**config.mk**
```make
export PLATFORM = sky130hd
export DESIGN_NAME = i2c_txn_sequencer
export DESIGN_NICKNAME = d
export VERILOG_FILES = /design/src/rtl/i2c_txn_sequencer.sv
export SDC_FILE = /design/constraint.sdc
export NUM_CORES = 1
export LEC_CHECK = 0
export CELL_PAD_IN_SITES_DETAIL_PLACEMENT = 1
export CELL_PAD_IN_SITES_GLOBAL_PLACEMENT = 1
export CORE_MARGIN = 5
export CORE_UTILIZATION = 47
export DETAILED_ROUTE_END_ITERATION = 16
export PLACE_DENSITY_LB_ADDON = 0.1
export SLEW_MARGIN = 20
export SYNTH_ARGS = -nofsm -noshare
export SYNTH_HDL_FRONTEND = slang
export SYNTH_SLANG_ARGS = --single-unit
```
**constraint.sdc**
```tcl
create_clock -name clk -period 5.25 [get_ports clk]
set_clock_uncertainty 0.1 [all_clocks]
set_input_delay 1.575 -clock clk [delete_from_list [all_inputs] [get_ports clk]]
set_output_delay 1.575 -clock clk [all_outputs]
set_load 0.01 [all_outputs]
```
**src/rtl/i2c_txn_sequencer.sv**
```systemverilog
// Command-queue front end for the I2C master: FIFOs write/read requests, issues them one at a time,
// and returns one response per command. Optional NACK retry is enabled by defining I2C_RETRY_EN.
module i2c_txn_sequencer #(
  parameter int unsigned CMD_DEPTH   = 4,
  parameter logic [2:0]  IDLE_ST     = 3'd0,
  parameter int unsigned TIMEOUT_CYC = 4096,
  parameter int unsigned MAX_RETRY   = 2
) (
  input  logic                           clk,
  input  logic                           reset,
  input  logic                           cmd_valid,
  output logic                           cmd_ready,
  input  logic [6:0]                     cmd_addr,
  input  logic                           cmd_rw,
  input  logic [7:0]                     cmd_wdata,
  output logic                           rsp_valid,
  input  logic                           rsp_ready,
  output logic [7:0]                     rsp_rdata,
  output logic                           rsp_nack,
  output logic                           rsp_timeout,
  output logic                           mst_start,
  output logic [6:0]                     mst_addr,
  output logic                           mst_rw,
  output logic [7:0]                     mst_wdata,
  input  logic [7:0]                     mst_rdata,
  input  logic                           mst_ack_err,
  input  logic [2:0]                     mst_state,
  output logic                           busy,
  output logic [$clog2(CMD_DEPTH):0]     cmd_count
);

  localparam int unsigned PW       = $clog2(CMD_DEPTH);
  localparam int unsigned CW       = PW + 1;
  localparam logic [15:0] TMO_LAST = 16'(TIMEOUT_CYC - 1);

  typedef enum logic [2:0] {
    S_IDLE,
    S_ISSUE,
    S_WAIT_BUSY,
    S_WAIT_DONE,
    S_RESP
  } state_t;

  state_t state, state_nx;

  logic [6:0]    fifo_addr  [CMD_DEPTH];
  logic          fifo_rw    [CMD_DEPTH];
  logic [7:0]    fifo_wdata [CMD_DEPTH];
  logic [PW-1:0] wr_ptr, rd_ptr;
  logic [CW-1:0] count;
  logic          push, pop;
  logic [15:0]   timer;
  logic          timer_clr, do_capture, do_timeout;

`ifdef I2C_RETRY_EN
  localparam int unsigned RCW = $clog2(MAX_RETRY + 1) + 1;
  logic [RCW-1:0] retry_cnt;
  logic           do_retry;
`endif

  // Pop is the IDLE->ISSUE transition; it frees a slot in the same cycle so a full FIFO can still accept.
  assign pop       = (state == S_IDLE) && (count != '0);
  assign cmd_ready = (count < CW'(CMD_DEPTH)) || pop;
  assign push      = cmd_valid && cmd_ready;
  assign cmd_count = count;

  always_ff @(posedge clk) begin
    if (reset) state <= S_IDLE;
    else       state <= state_nx;
  end

  always_comb begin
    state_nx   = state;
    timer_clr  = 1'b0;
    do_capture = 1'b0;
    do_timeout = 1'b0;
    mst_start  = 1'b0;
    rsp_valid  = 1'b0;
    busy       = (state != S_IDLE);
`ifdef I2C_RETRY_EN
    do_retry   = 1'b0;
`endif
    case (state)
      S_IDLE:      if (count != '0) state_nx = S_ISSUE;
      S_ISSUE: begin
        mst_start = 1'b1;
        timer_clr = 1'b1;
        state_nx  = S_WAIT_BUSY;
      end
      S_WAIT_BUSY: begin
        if (mst_state != IDLE_ST) begin
          timer_clr = 1'b1;
          state_nx  = S_WAIT_DONE;
        end else if (timer == TMO_LAST) begin
          do_timeout = 1'b1;
          state_nx   = S_RESP;
        end
      end
      S_WAIT_DONE: begin
        if (mst_state == IDLE_ST) begin
`ifdef I2C_RETRY_EN
          if (mst_ack_err && (retry_cnt < RCW'(MAX_RETRY))) begin
            do_retry = 1'b1;
            state_nx = S_ISSUE;
          end else begin
            do_capture = 1'b1;
            state_nx   = S_RESP;
          end
`else
          do_capture = 1'b1;
          state_nx   = S_RESP;
`endif
        end else if (timer == TMO_LAST) begin
          do_timeout = 1'b1;
          state_nx   = S_RESP;
        end
      end
      S_RESP: begin
        rsp_valid = 1'b1;
        if (rsp_ready) state_nx = S_IDLE;
      end
      default:     state_nx = S_IDLE;
    endcase
  end

  always_ff @(posedge clk) begin
    if (push) begin
      fifo_addr[wr_ptr]  <= cmd_addr;
      fifo_rw[wr_ptr]    <= cmd_rw;
      fifo_wdata[wr_ptr] <= cmd_wdata;
    end
  end

  always_ff @(posedge clk) begin
    if (reset) begin
      wr_ptr <= '0;
      rd_ptr <= '0;
      count  <= '0;
    end else begin
      if (push) wr_ptr <= wr_ptr + PW'(1);
      if (pop)  rd_ptr <= rd_ptr + PW'(1);
      case ({push, pop})
        2'b10:   count <= count + CW'(1);
        2'b01:   count <= count - CW'(1);
        default: count <= count;
      endcase
    end
  end

  always_ff @(posedge clk) begin
    if (reset) begin
      timer <= '0;
    end else if (timer_clr) begin
      timer <= '0;
    end else if (((state == S_WAIT_BUSY) || (state == S_WAIT_DONE)) && (timer != '1)) begin
      timer <= timer + 16'd1;
    end
  end

  always_ff @(posedge clk) begin
    if (reset) begin
      mst_addr  <= '0;
      mst_rw    <= 1'b0;
      mst_wdata <= '0;
    end else if (pop) begin
      mst_addr  <= fifo_addr[rd_ptr];
      mst_rw    <= fifo_rw[rd_ptr];
      mst_wdata <= fifo_wdata[rd_ptr];
    end
  end

  always_ff @(posedge clk) begin
    if (reset) begin
      rsp_rdata   <= '0;
      rsp_nack    <= 1'b0;
      rsp_timeout <= 1'b0;
    end else if (do_capture) begin
      rsp_rdata   <= (mst_rw && !mst_ack_err) ? mst_rdata : 8'h00;
      rsp_nack    <= mst_ack_err;
      rsp_timeout <= 1'b0;
    end else if (do_timeout) begin
      rsp_rdata   <= '0;
      rsp_nack    <= 1'b0;
      rsp_timeout <= 1'b1;
    end
  end

`ifdef I2C_RETRY_EN
  always_ff @(posedge clk) begin
    if (reset)         retry_cnt <= '0;
    else if (pop)      retry_cnt <= '0;
    else if (do_retry) retry_cnt <= retry_cnt + RCW'(1);
  end
`endif

endmodule

```
Word-level counts from Yosys, hierarchy flattened

Memory sizes are Yosys's and may differ from the RTL's. A register that Yosys moved wholly into a read port is not among the register bits.
Cells that the tools add are included.
Widths: inputs -> output; s select.

Magnitude comparators: 1
Reduce and logical (&&, ||, !) cells: 17
Add/sub/neg operators: 5
Multiplexer cells: 24
Eq/ne operators: 10

Operators with widths:

| operator              | number |
|---|---|
| $mux 8                | 3 |
| $add 16x1->16 const B | 1 |
| $eq 16x12->1 const B  | 1 |
| $ne 16x16->1 const B  | 1 |
| $mux 3                | 5 |
| $pmux 3 s5            | 1 |
| $mux 1                | 12 |
| $reduce_bool 3->1     | 3 |
| $eq 3x2->1 const B    | 2 |
| $logic_not 3->1       | 2 |
| $pmux 3 s2            | 1 |
| $add 2x1->2 const B   | 2 |
| $logic_and 1x1->1     | 4 |
| $pmux 1 s2            | 2 |
| $reduce_bool 2->1     | 2 |
| $reduce_or 2->1       | 2 |
| $add 3x1->3 const B   | 1 |
| $eq 3x1->1 const B    | 1 |
| $eq 3x3->1 const B    | 1 |
| $lt 3x3->1 const B    | 1 |
| $sub 3x1->3 const B   | 1 |
| $eq 2x1->1 const B    | 1 |
| $eq 2x2->1 const B    | 1 |
| $logic_or 1x1->1      | 2 |
| other kinds (4)       | 4 |

Memories kept: 3
RAM bits: 64
Register bits after elaboration: 36
Output and inout bits: 33
Word-level logic and storage cells: 68
Bits of input ports: 32

Memories:

| memory     | depth | bits a word | read ports | clocked after memory_dff | wr ports | line | RTL |
|---|---|---|---|---|---|---|---|
| fifo_wdata | 4     | 8           | 1          | 1                        | 1        | 48   | `logic [7:0] fifo_wdata [CMD_DEPTH];` |
| fifo_addr  | 4     | 7           | 1          | 1                        | 1        | 46   | `logic [6:0] fifo_addr [CMD_DEPTH];` |
| fifo_rw    | 4     | 1           | 1          | 1                        | 1        | 47   | `logic fifo_rw [CMD_DEPTH];` |

Depth between registers and ports, before layout

Gate-level depths: netlist (run 1).

Word-level depth: 6
Gate-level depth with buffers: 11
Mapped depth without buffers: 9

Worst setup path after synthesis (run 1)

No wires, ideal clock.

Kind: in2reg
From: input port cmd_valid
To: register count[2], in the netlist cmd_count[2]
Path buffers: 0
Path slack: 2.136 ns
Data required time: 5.079 ns
Stages: 8
Arrival: 2.942 ns
Setup time: 0.071 ns
Cell sequence: and2_1 inv_1 ha_1 inv_1 fa_1 xor2_1 or3_1 a21oi_1

Word-level cells in the longest chain between the ends: 3
Elaborated cells between the ends (all ways): 5
Classes of those cells: eq/ne: 2; mux: 1; reduce/logical: 2

RTL lines:

| what                                            | line | RTL |
|---|---|---|
| from (decl)                                     | 11   | `input logic cmd_valid,` |
| $logic_and 1x1->1 *                             | 64   | `assign push = cmd_valid && cmd_ready;` |
| $eq 2x1->1 or $eq 2x2->1 (tied branches)        | 142  | `case ({push, pop})` |
| $pmux 3 s2 or $reduce_bool 2->1 (tied branches) | n/a  |  |
| to (signal assigned)                            | 143  | `2'b10: count <= count + CW'(1);` |
| to (signal assigned)                            | 144  | `2'b01: count <= count - CW'(1);` |
| to (signal assigned)                            | 145  | `default: count <= count;` |
| to (decl)                                       | 50   | `logic [CW-1:0] count;` |

Every way passes the cells marked *; elsewhere a longest branch is shown, timed or not.
A chain may end at the register's enable or synchronous reset.

Final worst setup path (run 1)

From: register state[1]
To: output port cmd_ready

Word-level cells in the longest chain between the ends: 3

RTL lines:

| what                   | line | RTL |
|---|---|---|
| from (decl)            | 44   | `state_t state, state_nx;` |
| from (signal assigned) | 69   | `else state <= state_nx;` |
| $logic_not 3->1        | 62   | `assign pop = (state == S_IDLE) && (count != '0);` |
| $logic_and 1x1->1      | 62   |  |
| $logic_or 1x1->1       | 63   | `assign cmd_ready = (count < CW'(CMD_DEPTH)) \|\| pop;` |
| to (decl)              | 12   | `output logic cmd_ready,` |

No other way between the ends.

==> results of run 1 <==
==> final timing paths <==
kind                     from           end  slack, ns  cells past startpoint
setup / recovery     state[1]     cmd_ready       1.07                      2
hold / removal    mst_addr[1]   mst_addr[1]       0.36                      2
setup reg to reg     state[0]  cmd_count[2]       2.25                      9
hold reg to reg   mst_addr[1]   mst_addr[1]       0.36                      2
==> cells in the final DEF, fill, tap and decap left out, drive strengths merged, types with 3 or more instances in the layout <==
master and count:
edfxtp 64, xor2 3, clkinv 9, a21oi 34, inv 14, o21ai 10
clkdlybuf4s50 64, nor3b 3, nor3 3, clkbuf 18, nand3 7, dfxtp 52
o31ai 6, and3 7, nor2 7, or4 8, buf 3, xnor2 3
o2bb2ai 8, nand2b 5, nand4 5, mux4 16, nand2 53, ha 6
or3 9
==> layer usage <==
metal  up-vias  global-route usage [%]  part of all wire [%]
met3        14                    5.75                   4.5
met5         -                       0                     0
met1      1677                    23.6                    40
met4         0                    7.03                   1.2
met2        80                    39.1                    54
li1       1526                       -                     -
==> sequential cells by signal (all words and copies together), names as in the netlist, 4 cells and up <==
signal,count
fifo_addr,28
fifo_rw,4
fifo_wdata,32
mst_addr,7
mst_wdata,8
rsp_rdata,8
timer,16
==> metrics by stage <==
| step | util (%) | setup WS (ns) | total power [uW] |
|---|---|---|---|
| global route | 61.7 | 0.989 | 3250 |
| CTS | 61.6 | 1.10 | 3130 |
| finish | 61.7 | 1.07 | 3100 |
| floorplan | - | 2.14 | 1650 |
| detailed placement | 55.8 | 1.35 | 1990 |
| global placement | 55.8 | 1.52 | 1950 |
==> cell usage after synthesis, types with 2 or more instances <==
cell type and instances:
edfxtp_1 64, nand2_1 53, dfxtp_1 52, a21oi_1 33, mux4_2 16, clkbuf_1 11
inv_1 11, o21ai_0 10, or3_1 9, o2bb2ai_1 8, and3_1 7, nand3_1 7
nor2_1 7, or4_1 7, ha_1 6, o31ai_1 6, nand2b_1 5, nand4_1 5
buf_1 3, nor3_1 3, nor3b_1 3, xnor2_1 3, xor2_1 3, a311oi_1 2
and2_1 2, buf_2 2, clkinv_1 2, mux2i_1 2, o211ai_1 2
==> kinds of logic after synthesis <==
kind of cell               Yosys count
and+or+nand+nor                    118
DFF                                116
AOI/OAI and AO/OA                   72
buffers and inverters               30
muxes                               18
adders and majority gates            7
xor gates and xnor gates             6
==> power breakdown <==
group	leakage [uW]	total [uW]	internal [uW]	switching (uW)
combinational	0.000701	794	361	433
sequential	0.00101	1190	1090	99.1
clock	0.000276	1110	680	432
total	0.00199	3100	2130	963
==> worst min-delay path, stage by stage (launching register included) <==
cell     delay, ns
dfxtp_1       0.31
nand2_1       0.05
a21oi_1       0.05
==> layout make-up <==
type / instances / area, um^2 / area share, %
Sequential cell: 116 / 2960 / 49.1
Multi-Input combinational cell: 221 / 1620 / 26.8
Timing Repair Buffer: 67 / 663 / 11.0
Clock buffer: 18 / 418 / 6.93
Tap cell: 133 / 166 / 2.76
Clock inverter: 14 / 155 / 2.57
Inverter: 13 / 48.8 / 0.809
==> impl_metrics.csv, run 1 <==
group,metric,value,unit
die,coreArea,9770,um^2
die,die_w,110,um
route,vias,3297,
global_route,grt_pass1_wl,18900,um
global_route,grt_pass1_vias,3654,
worst_hold_path,hp-class,"flop to flop",
yosys,muxShareOfSynthArea,8.11,%
route,first_pass_iters,4,
worst_setup_path,crit_buf_inv,1,
die,io_pins,65,
route,drc_errors,0,
worst_setup_path,critPathKind,"flop to output port",
clock_tree,htree_levels,4,
place,placed_area,5450,um^2
worst_setup_path,critPathRequiredTime,3.58,ns
yosys,synth-warning-count,0,
final_layout,layoutNonFillerInstCount,582,
place,dp_hpwl,7440,um
worst_setup_path,cp_max_fo,16,
power_and_ir_drop,p_leak,0.00199,uW
route,wl,11900,um
run,drv_cap,0,
yosys,syn_area_per_cell,12.8,um^2
sta,drv_slew,0,
sta,rsz0062_at_grt,"no",
yosys,synth_area_leaders,"edfxtp_1, dfxtp_1, mux4_2",
yosys,synthSimpleGateAreaFrac,13.3,%
worst_setup_path,slowest_delay,0.86,ns
worst_setup_path,cp_slowest_cell,"o31ai_1",
yosys,synthFlopType,"edfxtp_1",
final_layout,fillCellCount,980,
clock_tree,clk_pin_slew,0.06,ns
sta,setup_viol,0,
clock_tree,cts_resized,0,
final_layout,nets,475,
route,viasPerCell,5.66,
sta,period_share,79.7,%
worst_setup_path,arrival,2.51,ns
die,die_area,12100,um^2
yosys,yosysTopAreaCell,"edfxtp_1",
global_route,grt.overflow.total,0,
yosys,synth_top_family_by_area,"simple AND/OR/NAND/NOR gates",
die,std_cell_rows,36,
final_layout,design_area,6030,um^2
sta,min_period,4.18,ns
yosys,synth-seq-area-share,63.2,%
power_and_ir_drop,ir_drop,295,uV
sta,hold-worst-slack,0.357,ns
clock_tree,clock_latency,0.51,ns
clock_tree,clock_path_buffers,2,
global_route,grtUsageTotal,21.3,%
yosys,ys_seq_elements,116,
yosys,syn-num-nets,406,
final_layout,area_delta_synth_final,28.6,%
worst_setup_path,crit_path_end_kind,"output port",
clock_tree,cts.sinks,116,
power_and_ir_drop,powerDensity,513,nW/um^2
final_layout,drive_gt1_share,12.5,%
place,port-buffer-count,64,
sta,max-slew-margin-rel,33.5,%
final_layout,diodes,0,
clock_tree,holdBufCountCts,0,
sta,finalSetupTns,0,ns
worst_setup_path,critPathLaunchType,"flop",
sta,hold_viol_final,0,
yosys,synthArstFlopShare,0,%
clock_tree,cts_made_buffers,17,
yosys,synth-edff-count,64,
yosys,synthAdderAreaFrac,2.03,%
yosys,synth_xor_area_share,1.12,%
route,drtIter0Drc,151,
worst_setup_path,cp_top_family,"compound AO/OA/AOI/OAI gates",
die,initial_core_util,48.0,%
place,placed_cells,550,
yosys,syn_inst,367,
die,die_h,110,um
yosys,synth-compound-area-share,9.82,%
yosys,synth.cell_area,4690,um^2
route,wire_per_inst,20.5,um
clock_tree,cts_tree,"yes",
clock_tree,post_cts_buffers,0,
global_route,grt_max_degree,32,
clock_tree,root_buffer,"clkbuf_8",
yosys,synth_top_area_share,41.0,%
route,drtAntennaViolNets,0,
sta,tightest_slew,0.988,ns
outcome,status,"finished, final reports clean",
worst_setup_path,crit_chain,"o31ai_1 -> clkdlybuf4s50_1",
sta,max_freq,0.239,GHz
place,gp_congestion,0.776,
yosys,synth_cell_types,52,
global_route,antenna_found_initial,0,
(Power assumes the default switching activity.)
==> run 2, diff against run 1 <==
--- a/config.mk
+++ b/config.mk
@@ -8,7 +8,7 @@
 export CELL_PAD_IN_SITES_DETAIL_PLACEMENT = 1
 export CELL_PAD_IN_SITES_GLOBAL_PLACEMENT = 1
 export CORE_MARGIN = 5
-export CORE_UTILIZATION = 47
+export CORE_UTILIZATION = 40
 export DETAILED_ROUTE_END_ITERATION = 16
 export PLACE_DENSITY_LB_ADDON = 0.1
 export SLEW_MARGIN = 20
==> constraint.sdc (replaced) <==
create_clock -name clk -period 3.72 [get_ports clk]
set_clock_uncertainty 0.1 [all_clocks]
set_input_delay 1.116 -clock clk [delete_from_list [all_inputs] [get_ports clk]]
set_output_delay 1.116 -clock clk [all_outputs]
set_load 0.01 [all_outputs]
==> run 2 against run 1 <==
Net effect:
- sequential share of layout area decreased by 0.53 points
- die area increased by 16%
- utilization down 8.5 points
- worst hold slack worse by 0.0074 ns
- register-to-register slack lost 1.4 ns
- non-clock buffer count rose by 8
- via count shrank 2.1%
- worst setup slack got worse by 0.65 ns
- global-route usage down 4.1 points
- flip-flop and latch count unchanged
- critical path depth unchanged
- critical path type unchanged
- critical endpoint unchanged
- largest power group unchanged
- highest routed layer unchanged
==> impl_metrics.csv, run 2 (synthesized netlist as in run 1, its figures left out) <==
group,metric,value,unit
clock_tree,cts.sinks,116,
final_layout,drive_gt1_share,13.6,%
final_layout,largest_reg_flops,32,
die,io_pins,65,
worst_setup_path,critPathKind,"flop to output port",
die,std_cell_rows,39,
final_layout,largestRegisters,"fifo_wdata: 32 flops, fifo_addr: 28 flops, timer: 16 flops",
die,die_h,118,um
clock_tree,clock_latency,0.42,ns
sta,worst_slack,0.414,ns
worst_hold_path,hp-class,"flop to flop",
sta,min_period,3.31,ns
place,preCtsSetupSlack,0.422,ns
die,die_area,14000,um^2
die,coreArea,11500,um^2
sta,period_share,88.9,%
final_layout,layout_common_cells,"edfxtp_1, clkdlybuf4s50_1, nand2_1",
final_layout,design_area,6100,um^2
place,gp_congestion,0.746,
final_layout,utilization,53.2,%
sta,finalSetupTns,0,ns
power_and_ir_drop,ir_drop,460,uV
worst_setup_path,critPathLaunchType,"flop",
sta,max-slew-margin-rel,40.6,%
final_layout,area_delta_synth_final,30.0,%
sta,max_freq,0.302,GHz
power_and_ir_drop,p_leak,0.00203,uW
place,port-buffer-count,64,
clock_tree,post_cts_buffers,0,
place,placed_area,5520,um^2
route,viasPerCell,5.38,
worst_setup_path,arrival,2.09,ns
route,wl,11300,um
clock_tree,clock_path_buffers,2,
sta,rsz0062_at_grt,"no",
place,dp_hpwl,7390,um
route,wire_per_inst,18.9,um
sta,drv_slew,0,
worst_setup_path,crit_path_end_kind,"output port",
sta,hold_viol_final,0,
global_route,grt_max_degree,30,
sta,setup_viol,0,
final_layout,nets,483,
final_layout,largest_register,"fifo_wdata",
worst_setup_path,setup.worst_path.start,"state[1]",
route,first_pass_iters,4,
final_layout,diodes,0,
worst_hold_path,min-delay-start,"rsp_rdata[4]",
worst_setup_path,r2r_start,"state[1]",
power_and_ir_drop,powerDensity,712,nW/um^2
run,drv_cap,0,
route,drtAntennaViolNets,0,
global_route,grt.overflow.total,0,
clock_tree,htree_levels,4,
die,initial_core_util,40.9,%
global_route,grt_pass1_vias,3515,
clock_tree,clk_pin_slew,0.05,ns
global_route,antenna_found_initial,0,
global_route,grtUsageTotal,17.1,%
die,die_w,118,um
route,drc_errors,0,
clock_tree,root_buffer,"clkbuf_16",
clock_tree,cts_resized,0,
clock_tree,cts_made_buffers,17,
worst_setup_path,cp_max_fo,16,
worst_setup_path,critPathRequiredTime,2.50,ns
global_route,grt_pass1_wl,18500,um
clock_tree,holdBufCountCts,0,
outcome,status,"finished, final reports clean",
route,drtIter0Drc,127,
clock_tree,cts_tree,"yes",
sta,tightest_slew,0.890,ns
route,vias,3228,
## run 2: layout make-up
cell class	count	area [um^2]
inverters	13	48.8
clock buffers	18	429
multi-input cells	221	1620
well taps	143	179
flip-flops and latches	116	2960
clock inverters	14	138
fillers	1203	5370
repair buffers	75	723
## run 2: power by group
part | total (uW) | internal (uW) | switching, uW
clock | 1560 | 977 | 582
sequential | 1690 | 1540 | 148
combinational | 1090 | 524 | 571
## run 2: stage by stage
step | power, uW | hold slack, ns | cells
global placement | 2790 | 0.336 | 568
floorplan | 2330 | 0.356 | 367
detailed placement | 2820 | 0.349 | 568
CTS | 4410 | 0.353 | 600
global route | 4590 | 0.386 | 600
finish | 4340 | 0.350 | 600
## run 2: routing by layer
metal | wire length [um] | GRT usage (%) | up-vias
li1 | - | - | 1549
met1 | 4950 | 19.8 | 1603
met2 | 5670 | 28.7 | 67
met3 | 587 | 6.97 | 9
met4 | 99 | 6.16 | 0
met5 | 0 | 0 | -
## run 2: critical path, stage by stage, from the launching register on
cell and delay [ns]:
dfxtp_1 0.46, o31ai_1 0.56, clkdlybuf4s50_1 0.65
## run 2: worst paths after layout
path                                      to  slack, ns  cells after the start
worst max-delay path               cmd_ready       0.41                      2
worst min-delay path            rsp_rdata[4]       0.35                      2
worst min register to register  rsp_rdata[4]       0.35                      2
worst max register to register  cmd_count[2]       0.85                      9
==> run 3, diff against run 2 <==
--- a/config.mk
+++ b/config.mk
@@ -10,6 +10,7 @@
 export CORE_MARGIN = 5
 export CORE_UTILIZATION = 40
 export DETAILED_ROUTE_END_ITERATION = 16
+export MAX_ROUTING_LAYER = met4
 export PLACE_DENSITY_LB_ADDON = 0.1
 export SLEW_MARGIN = 20
 export SYNTH_ARGS = -nofsm -noshare
==> run 3 against run 2 <==
Net effect:
- utilization did not move
- via count barely moved
- global-route usage is 0.51 points higher
- maximum frequency is 0.11% lower
- register-to-register slack is essentially flat
- clock power about the same
- worst hold slack better by 0.00095 ns
- design area did not move
- flip-flop and latch count is the same
- combinational power hardly changed
- non-clock buffer count is the same
- wire length down 0.14%
- largest cell class unchanged
- largest power group unchanged
==> impl_metrics.csv, run 3 (synthesized netlist as in run 1, its figures left out) <==
group,metric,value,unit
worst_setup_path,reg2reg_slack,0.86,ns
clock_tree,cts_tree,"yes",
worst_hold_path,worstHoldEndpoint,"rsp_rdata[4]",
die,die_area,14000,um^2
worst_setup_path,cp_slowest_cell,"clkdlybuf4s50_1",
place,dp_hpwl,7390,um
global_route,grt_pass1_wl,18500,um
power_and_ir_drop,power,4340,uW
sta,max_freq,0.302,GHz
die,coreArea,11500,um^2
clock_tree,clk_pin_slew,0.05,ns
worst_setup_path,crit_chain,"o31ai_1 -> clkdlybuf4s50_1",
route,wl_met2,5620,um
final_layout,fillCellCount,1203,
worst_setup_path,critPathRequiredTime,2.50,ns
route,drc_errors,0,
worst_setup_path,cp_max_fo,16,
die,die_w,118,um
final_layout,multiInputGateArea,1620,um^2
power_and_ir_drop,ir_drop,459,uV
sta,rsz0062_at_grt,"no",
route,wl_met1,4940,um
final_layout,largestRegisters,"fifo_wdata: 32 flops, fifo_addr: 28 flops, timer: 16 flops",
worst_setup_path,r2r_cells,9,
run,drv_cap,0,
final_layout,seqCellArea,2960,um^2
place,placed_cells,568,
global_route,grtUsageTotal,17.6,%
worst_setup_path,cp_top_family,"buffers and inverters",
final_layout,nets,483,
outcome,status,"finished, final reports clean",
worst_setup_path,r2r_start,"state[1]",
clock_tree,htree_levels,4,
final_layout,area_delta_synth_final,30.0,%
global_route,grt_pass1_vias,3505,
worst_setup_path,arrival,2.09,ns
final_layout,layout_common_cells,"edfxtp_1, clkdlybuf4s50_1, nand2_1",
clock_tree,cts.sinks,116,
clock_tree,clock_path_buffers,2,
route,viasPerCell,5.38,
place,preCtsSetupSlack,0.422,ns
worst_setup_path,crit_path_end_kind,"output port",
sta,tightest_slew,0.902,ns
worst_hold_path,hp-class,"flop to flop",
route,wl,11300,um
route,routed-wl-met3,564,um
die,io_pins,65,
clock_tree,root_buffer,"clkbuf_16",
worst_hold_path,min-delay-start,"rsp_rdata[4]",
final_layout,largest_reg_flops,32,
sta,drv_slew,0,
route,drtIter0Drc,130,
power_and_ir_drop,p_leak,0.00203,uW
clock_tree,clock_latency,0.42,ns
clock_tree,cts_made_buffers,17,
place,port-buffer-count,64,
sta,hold_viol_final,0,
global_route,antenna_found_initial,0,
place,gp_congestion,0.755,
worst_setup_path,rr_endpoint,"cmd_count[2]",
route,top_layer,"met4",
sta,worst_slack,0.410,ns
power_and_ir_drop,powerDensity,712,nW/um^2
worst_setup_path,slowest_delay,0.65,ns
worst_hold_path,hold_depth,2,
sta,finalSetupTns,0,ns
worst_setup_path,critPathKind,"flop to output port",
sta,max-slew-margin-rel,39.8,%
sta,period_share,89.0,%
sta,min_period,3.31,ns
place,placed_area,5520,um^2
final_layout,drive_gt1_share,13.6,%
clock_tree,cts_resized,0,
die,die_h,118,um
route,drtAntennaViolNets,0,
worst_setup_path,critPathLaunchType,"flop",
final_layout,diodes,0,
route,wire_per_inst,18.8,um
worst_setup_path,crit_buf_inv,1,
final_layout,design_area,6100,um^2
final_layout,layoutNonFillerInstCount,600,
clock_tree,post_cts_buffers,0,
sta,setup_viol,0,
global_route,grt.overflow.total,0,
die,std_cell_rows,39,
clock_tree,holdBufCountCts,0,
route,vias,3230,
global_route,grt_max_degree,30,
die,initial_core_util,40.9,%
route,first_pass_iters,4,
final_layout,largest_register,"fifo_wdata",
-- run 3: cell counts in the layout (fill, tap and decap cells not counted) --
No cell type changed its count.
-- run 3: worst reg2reg max path, stage by stage (launching register included) --
cell and delay [ns]:
dfxtp_1 0.64, nor3_1 0.16, nand2_1 0.12, clkinv_1 0.51, ha_1 0.46, inv_1 0.07
fa_1 0.17, xor2_1 0.07, or3_1 0.31, a21oi_1 0.17
-- run 3: layer usage --
layer,track usage (%),up-vias
li1,-,1546
met2,28.6,72
met3,6.69,17
met4,6.59,0
met1,19.9,1595
met5,-,-
-- run 3: area by class of cell --
type / count / share of cell area (%)
tap: 143 / 2.93
clock buffer: 18 / 7.04
multi-input combinational: 221 / 26.5
timing repair buffer: 75 / 11.9
inverter: 13 / 0.800
clock inverter: 14 / 2.26
sequential: 116 / 48.6
-- run 3: worst max path at each step --
stage,from,to,cells past startpoint
after CTS,state[1],cmd_ready,2
after global placement,cmd_valid,cmd_count[2],9
after detailed placement,cmd_valid,cmd_count[2],9
after global routing,state[1],cmd_ready,2
after floorplan,state[0],cmd_count[2],11
final,state[1],cmd_ready,2
-- run 3: power by group --
part           internal [uW]  switching (uW)  total [uW]
combinational            524             570        1090
clock                    977             583        1560
sequential              1540             148        1690
-- run 3: through the flow --
step                      hold WS [ns]  utilization [%]
after floorplan                  0.356                -
after global placement           0.336             48.2
after detailed placement         0.349             48.2
after CTS                        0.353             53.1
after global routing             0.386             53.2
final                            0.351             53.2
